==> src/rtl/cmp_flag_unit.sv <==
// rtl/cmp_flag_unit.sv - comparator flag latch and branch condition evaluator
// Optional BR_STATS_EN adds saturating taken/not-taken decision counters.
module cmp_flag_unit #(
  parameter int CNT_W = 8
) (
  input  logic       clk,
  input  logic       rst,
  input  logic       flag_we,
  input  logic       eq_in,
  input  logic       lt_in,
  input  logic       gt_in,
  input  logic       cond_valid,
  input  logic [2:0] cond_code,
  output logic       cond_ready,
  output logic       br_valid,
  output logic       br_taken,
  input  logic       br_ready,
  output logic [2:0] flags_out,
  output logic       flag_err
`ifdef BR_STATS_EN
  ,
  output logic [CNT_W-1:0] taken_cnt,
  output logic [CNT_W-1:0] ntaken_cnt
`endif
);

  typedef enum logic [1:0] {
    NOFLAG = 2'd0,
    IDLE   = 2'd1,
    RESP   = 2'd2
  } state_t;

  state_t state, state_nxt;

  logic flag_onehot;
  logic flag_ok;
  logic cond_fire;
  logic cond_true;

  // Exactly one flag set: odd parity rules out 0 and 2 set, the AND rules out all 3.
  assign flag_onehot = (gt_in ^ lt_in ^ eq_in) & ~(gt_in & lt_in & eq_in);
  assign flag_ok     = flag_we & flag_onehot;
  assign cond_fire   = cond_valid & cond_ready;
  assign br_valid    = (state == RESP);

  always_comb begin
    cond_true = 1'b0;
    case (cond_code)
      3'd0: cond_true = flags_out[0];
      3'd1: cond_true = ~flags_out[0];
      3'd2: cond_true = flags_out[1];
      3'd3: cond_true = flags_out[2] | flags_out[0];
      3'd4: cond_true = flags_out[2];
      3'd5: cond_true = flags_out[1] | flags_out[0];
      3'd6: cond_true = 1'b1;
      default: cond_true = 1'b0;
    endcase
  end

  // Requests evaluate against registered flags only, so a same-cycle write stalls them.
  always_comb begin
    state_nxt  = state;
    cond_ready = 1'b0;
    case (state)
      NOFLAG: begin
        if (flag_ok) state_nxt = IDLE;
      end
      IDLE: begin
        cond_ready = ~flag_we;
        if (cond_fire) state_nxt = RESP;
      end
      RESP: begin
        if (br_ready) state_nxt = IDLE;
      end
      default: state_nxt = NOFLAG;
    endcase
  end

  always_ff @(posedge clk) begin
    if (rst) begin
      state     <= NOFLAG;
      flags_out <= 3'b000;
      flag_err  <= 1'b0;
      br_taken  <= 1'b0;
    end else begin
      state    <= state_nxt;
      flag_err <= flag_we & ~flag_onehot;
      if (flag_ok) flags_out <= {gt_in, lt_in, eq_in};
      if (cond_fire) br_taken <= cond_true;
    end
  end

`ifdef BR_STATS_EN
  logic br_fire;
  assign br_fire = br_valid & br_ready;

  always_ff @(posedge clk) begin
    if (rst) begin
      taken_cnt  <= '0;
      ntaken_cnt <= '0;
    end else if (br_fire) begin
      if (br_taken && !(&taken_cnt)) taken_cnt <= taken_cnt + CNT_W'(1);
      if (!br_taken && !(&ntaken_cnt)) ntaken_cnt <= ntaken_cnt + CNT_W'(1);
    end
  end
`endif

endmodule

==> config.mk <==
export PLATFORM = sky130hd
export DESIGN_NAME = cmp_flag_unit
export DESIGN_NICKNAME = d
export VERILOG_FILES = /design/src/rtl/cmp_flag_unit.sv
export SDC_FILE = /design/constraint.sdc
export NUM_CORES = 1
export LEC_CHECK = 0
export CORE_MARGIN = 1
export CORE_UTILIZATION = 25
export CTS_BUF_LIST = sky130_fd_sc_hd__clkbuf_16
export DETAILED_ROUTE_END_ITERATION = 12
export GPL_TIMING_DRIVEN = 0
export PLACE_DENSITY_LB_ADDON = 0.15
export SETUP_SLACK_MARGIN = 0.3
export SLEW_MARGIN = 10
export SYNTH_ARGS = -nofsm -noshare
export SYNTH_HDL_FRONTEND = slang
export SYNTH_SLANG_ARGS = --single-unit
==> constraint.sdc <==
create_clock -name clk -period 1.82 [get_ports clk]
set_clock_uncertainty 0.05 [all_clocks]
set_input_delay 0.364 -clock clk [delete_from_list [all_inputs] [get_ports clk]]
set_output_delay 0.364 -clock clk [all_outputs]
set_load 0.005 [all_outputs]
---- Yosys cells after proc, flatten, opt, wreduce, memory -nomap -nowiden ----
Cells that the tools add are included.
operators by class
  equality and inequality tests ........... 11
  multiplexer cells ....................... 6
  bitwise gates (word level) .............. 14
  reductions and logical operators ........ 3
operators with widths
  kind                                                                     number
  3-bit equality test, second input constant                               3
  1-bit one-hot mux with 7 select lines                                    1
  1-bit bitwise AND                                                        6
  3-bit by 2-bit equality test with 1-bit output, second input constant    2
  2-bit 2-to-1 mux                                                         3
  2-bit one-hot mux with 3 select lines                                    1
  2-bit inequality test, second input constant                             2
  1-bit inverter                                                           4
  3-bit by 1-bit equality test with 1-bit output, second input constant    1
  3-bit logical NOT                                                        1
  3-bit AND reduction                                                      1
  2-bit by 1-bit equality test with 1-bit output, second input constant    1
  2-bit equality test, second input constant                               1
  2-bit logical NOT                                                        1
  2-bit by 1-bit inequality test with 1-bit output, second input constant  1
  1-bit OR                                                                 2
  1-bit XOR                                                                2
  1-bit 2-to-1 mux                                                         1
storage, ports and cells
  bits in registers ....................... 7
  output and inout bits ................... 7
  logic and storage cells ................. 38

---- Depth between registers and ports, before layout ----
  depth in word-level cells ............... 7
  mapped depth ............................ 5
  depth with buffers taken out ............ 5

---- Least setup slack after synthesis ----
Ideal clock, no wire load.
  path type ............................... input to register
  start ................................... input port lt_in
  end ..................................... register flags_out[1]
  setup time .............................. 0.125 ns
  data arrival time ....................... 1.304 ns
  required time ........................... 1.645 ns
  path slack .............................. 0.341 ns
  cell stages on the path ................. 5
  path buffers ............................ 0
  cell sequence ........................... ha_1 and2b_2 o21ai_2 mux2i_1 nor2_1
on the way
  longest elaborated chain between the ends .. 5
ends and longest elaborated chain
  element                         RTL line  RTL
  from (decl)                     10        input logic lt_in,
  1-bit bitwise AND (2 in a row)  41        assign flag_onehot = (gt_in ^ lt_in ^ eq_in) & ~(gt_in & lt_in & eq_in);
  1-bit inverter                  41
  1-bit bitwise AND               41
  1-bit bitwise AND               42        assign flag_ok = flag_we & flag_onehot;
  to (signal assigned)            88        if (flag_ok) flags_out <= {gt_in, lt_in, eq_in};
  to (decl)                       18        output logic [2:0] flags_out,
Several ways; a longest one is shown, not always the timed one.
A chain may end at the register's enable or synchronous reset.

---- Worst setup path after layout ----
  start ................................... register state[0]
  end ..................................... output port cond_ready
on the way
  longest elaborated chain between the ends .. 2
ends and longest elaborated chain
  element                                         RTL line  RTL
  from (decl)                                     33        state_t state, state_nxt;
  from (signal assigned)                          86        state <= state_nxt;
  2-bit by 1-bit equality test with 1-bit output  64        case (state)
  1-bit 2-to-1 mux                                64
  to (decl)                                       14        output logic cond_ready,
Every way passes these cells.

==> flow_summary.json <==
{
  "via_per_inst": 4.89,
  "max_slew_margin": 0.753,
  "grt_pass1_vias": 353,
  "syn-num-nets": 57,
  "stdcell_area_sq_um": 719,
  "grt_pass1_wl_um": 1640,
  "cts_tree": "done",
  "reg2reg_from": "state[0]",
  "grt_setup_unrepaired": "true",
  "holdPathEnd": "flags_out[1]",
  "cts_inserted_buffers": 3,
  "ir_drop_mv": 0.520,
  "powerDensity_nw_per_um2": 912,
  "crit_fanout": 4,
  "cts.path.max_buffers": 2,
  "cp-startpoint": "state[0]",
  "ys_types": 22,
  "finalSetupViolCount": 0,
  "dp_hpwl_um": 646,
  "gr-total-overflow": 0,
  "min_period_ns": 1.54,
  "min_path_type": "in2reg",
  "yosysSeqAreaShare": 0.354,
  "start_util": 0.286,
  "nets": 82,
  "yosysTopAreaCellShare": 0.354,
  "first_iter_violations": 4,
  "synthTopCellsByArea": "dfxtp_1 35%, a31oi_1 6.3%, nor3b_2 6.3%, mux2i_1 5.1%, nor4b_1 4.4%",
  "p_leak_nw": 0.332,
  "ioPinCount": 18,
  "max_cap_violations": 0,
  "fmax_ghz": 0.648,
  "synth.most_common_cell": "dfxtp_1",
  "crit_chain": "nor3b_4 -> dlygate4sd2_1",
  "critical_path.slowest_cell": "dfxtp_1",
  "post_dp_cell_area_sq_um": 574,
  "synth_warnings": 0,
  "avgSynthCellArea_sq_um": 8.79,
  "hold_viol": 0,
  "tightest_slew_ns": 0.370,
  "rows": 13,
  "wire_per_inst_um": 12.8,
  "worstSkewPairLatency_ns": 0.23,
  "core_area_sq_um": 1380,
  "drtAntennaViolNets": 0,
  "finalMaxSlewViolations": 0,
  "cts.sinks": 7,
  "hp-start": "lt_in",
  "required_ns": 1.41,
  "ys_ff_latch": 7,
  "fill_cells": 133,
  "crit_family": "flip-flops",
  "vias": 411,
  "drt-total-wl_um": 1070,
  "synth_common_cells": "7 x dfxtp_1, 4 x a31oi_1",
  "dieWidth_um": 41.8,
  "syn-cell-area_sq_um": 395,
  "dieHeight_um": 41.8,
  "cpPeakStageDelay_ns": 0.41,
  "cts-htree-levels": 1,
  "synth_cells": 45,
  "path_buf_inv": 1,
  "diodes": 0,
  "worstSetupPathType": "reg2out",
  "port-buffer-count": 16,
  "syn_to_final_growth_pct": 82.0,
  "total_power_mw": 0.656,
  "critPathLaunchType": "register",
  "path_clk_slew_ns": 0.04,
  "arrival_ns": 1.13,
  "cts-root-buf": "clkbuf_16",
  "rrSetupSlack_ns": 0.41,
  "synthFlopType": "dfxtp_1",
  "worstRegToRegCells": 7,
  "synth_edf_count": 0,
  "first_pass_iters": 3,
  "async_flop_share": 0,
  "outcome": "complete, no violations",
  "min_path_cells": 3,
  "rr_endpoint": "state[0]",
  "yosys.area.top_type": "dfxtp_1",
  "drc_errors": 0,
  "grt_max_degree": 9,
  "place_congestion": 0.615,
  "drive_gt1_frac": 0.304,
  "antenna_found_initial": 0,
  "grt_use_total": 0.131,
  "dieArea_sq_um": 1740,
  "end_kind": "output port",
  "finalCritPeriodShare": 0.848
}
==> stage by stage <==
step / TNS [ns] / instances / hold WS [ns] / setup slack, ns / utilization
finish: 0 / 84 / 0.382 / 0.277 / 0.520
global route: 0 / 84 / 0.384 / 0.228 / 0.520
detailed placement: -0.852 / 76 / 0.433 / -0.223 / 0.415
CTS: 0 / 84 / 0.437 / 0.263 / 0.519
global placement: -0.807 / 76 / 0.426 / -0.232 / 0.415
floorplan: 0 / 45 / 0.411 / 0.341 / -
==> metal layers <==
metal	wire length, um	share of wire	global-route usage
met2	525	0.49	0.197
met5	0	0	0
met1	456	0.43	0.142
met4	15	0.014	0.0581
met3	74	0.069	0.0870
==> state kept, by name, summed over array words and instances (netlist names) <==
| signal | cells |
|---|---|
| flag_err | 1 |
| br_taken | 1 |
| flags_out | 3 |
| state | 2 |
==> cells by family after synthesis <==
group | after synthesis | share of synthesized area
mux | 2 | 0.0506
compound gates | 14 | 0.231
simple gates | 18 | 0.304
fa+ha+maj | 1 | 0.0316
flops | 7 | 0.354
buf+inv | 3 | 0.0285
==> cell type report <==
cell class,instances,area (sq um),share of cell area
repair buffers,20,179,0.249
inverters,2,7.51,0.0104
clock buffers,3,75.1,0.104
flip-flops and latches,7,148,0.205
plain buffers,1,3.75,0.00522
clock inverters,1,3.75,0.00522
well taps,15,18.8,0.0261
multi-input cells,35,284,0.395
==> placed cells by master, fill, tap and decap left out <==
cell             netlist  layout
a211oi_2               1       1
a21oi_1                3       3
a31oi_1                4       4
and2b_2                1       1
buf_4                  0       4
clkbuf_1               1       1
clkbuf_16              0       3
clkbuf_2               0       3
clkdlybuf4s50_1        0       7
dfxtp_1                7       3
dfxtp_2                0       3
dfxtp_4                0       1
dlygate4sd2_1          0       3
dlymetal6s2s_1         0       3
ha_4                   0       1
inv_1                  2       3
mux2i_1                2       2
nand2_1                3       3
nand2b_1               2       2
nand3b_1               1       1
nor2_1                 3       3
nor2b_4                0       1
nor3_1                 1       1
nor3b_1                2       2
nor3b_4                0       2
nor4b_1                2       2
o21a_1                 1       1
o21ai_0                3       3
o21ai_4                0       1
o31ai_1                1       1
==> worst register-to-register path, cell delays in order, from the launching register on <==
cell and delay, ns:
dfxtp_1 0.35, nor3b_4 0.17, buf_4 0.12, buf_4 0.12, buf_4 0.12, nand2_1 0.11
nand2b_1 0.08, a211oi_2 0.20
==> timing repair <==
action                     CTS  global route
setup buffers                4             0
pin swaps                    3             5
gates resized for setup     16            10
setup endpoints to repair    8             7
hold buffers                 0             0
==> how the worst max path moves through the flow <==
| stage | slack [ns] | to | cells after the start |
|---|---|---|---|
| 2_1_floorplan | 0.34 | flags_out[1] | 5 |
| 3_3_place_gp | -0.23 | cond_ready | 3 |
| 3_5_place_dp | -0.22 | cond_ready | 3 |
| 4_1_cts | 0.26 | cond_ready | 3 |
| 5_1_grt | 0.23 | cond_ready | 2 |
| 6_report | 0.28 | cond_ready | 2 |
==> report_power, final <==
part	switching [mW]	leakage (nW)	internal, mW
Clock	0.0910	0.0423	0.286
Combinational	0.0433	0.231	0.0625
Sequential	0.00986	0.0592	0.163
Total	0.144	0.332	0.512
Power figures use the tool's default switching activity.
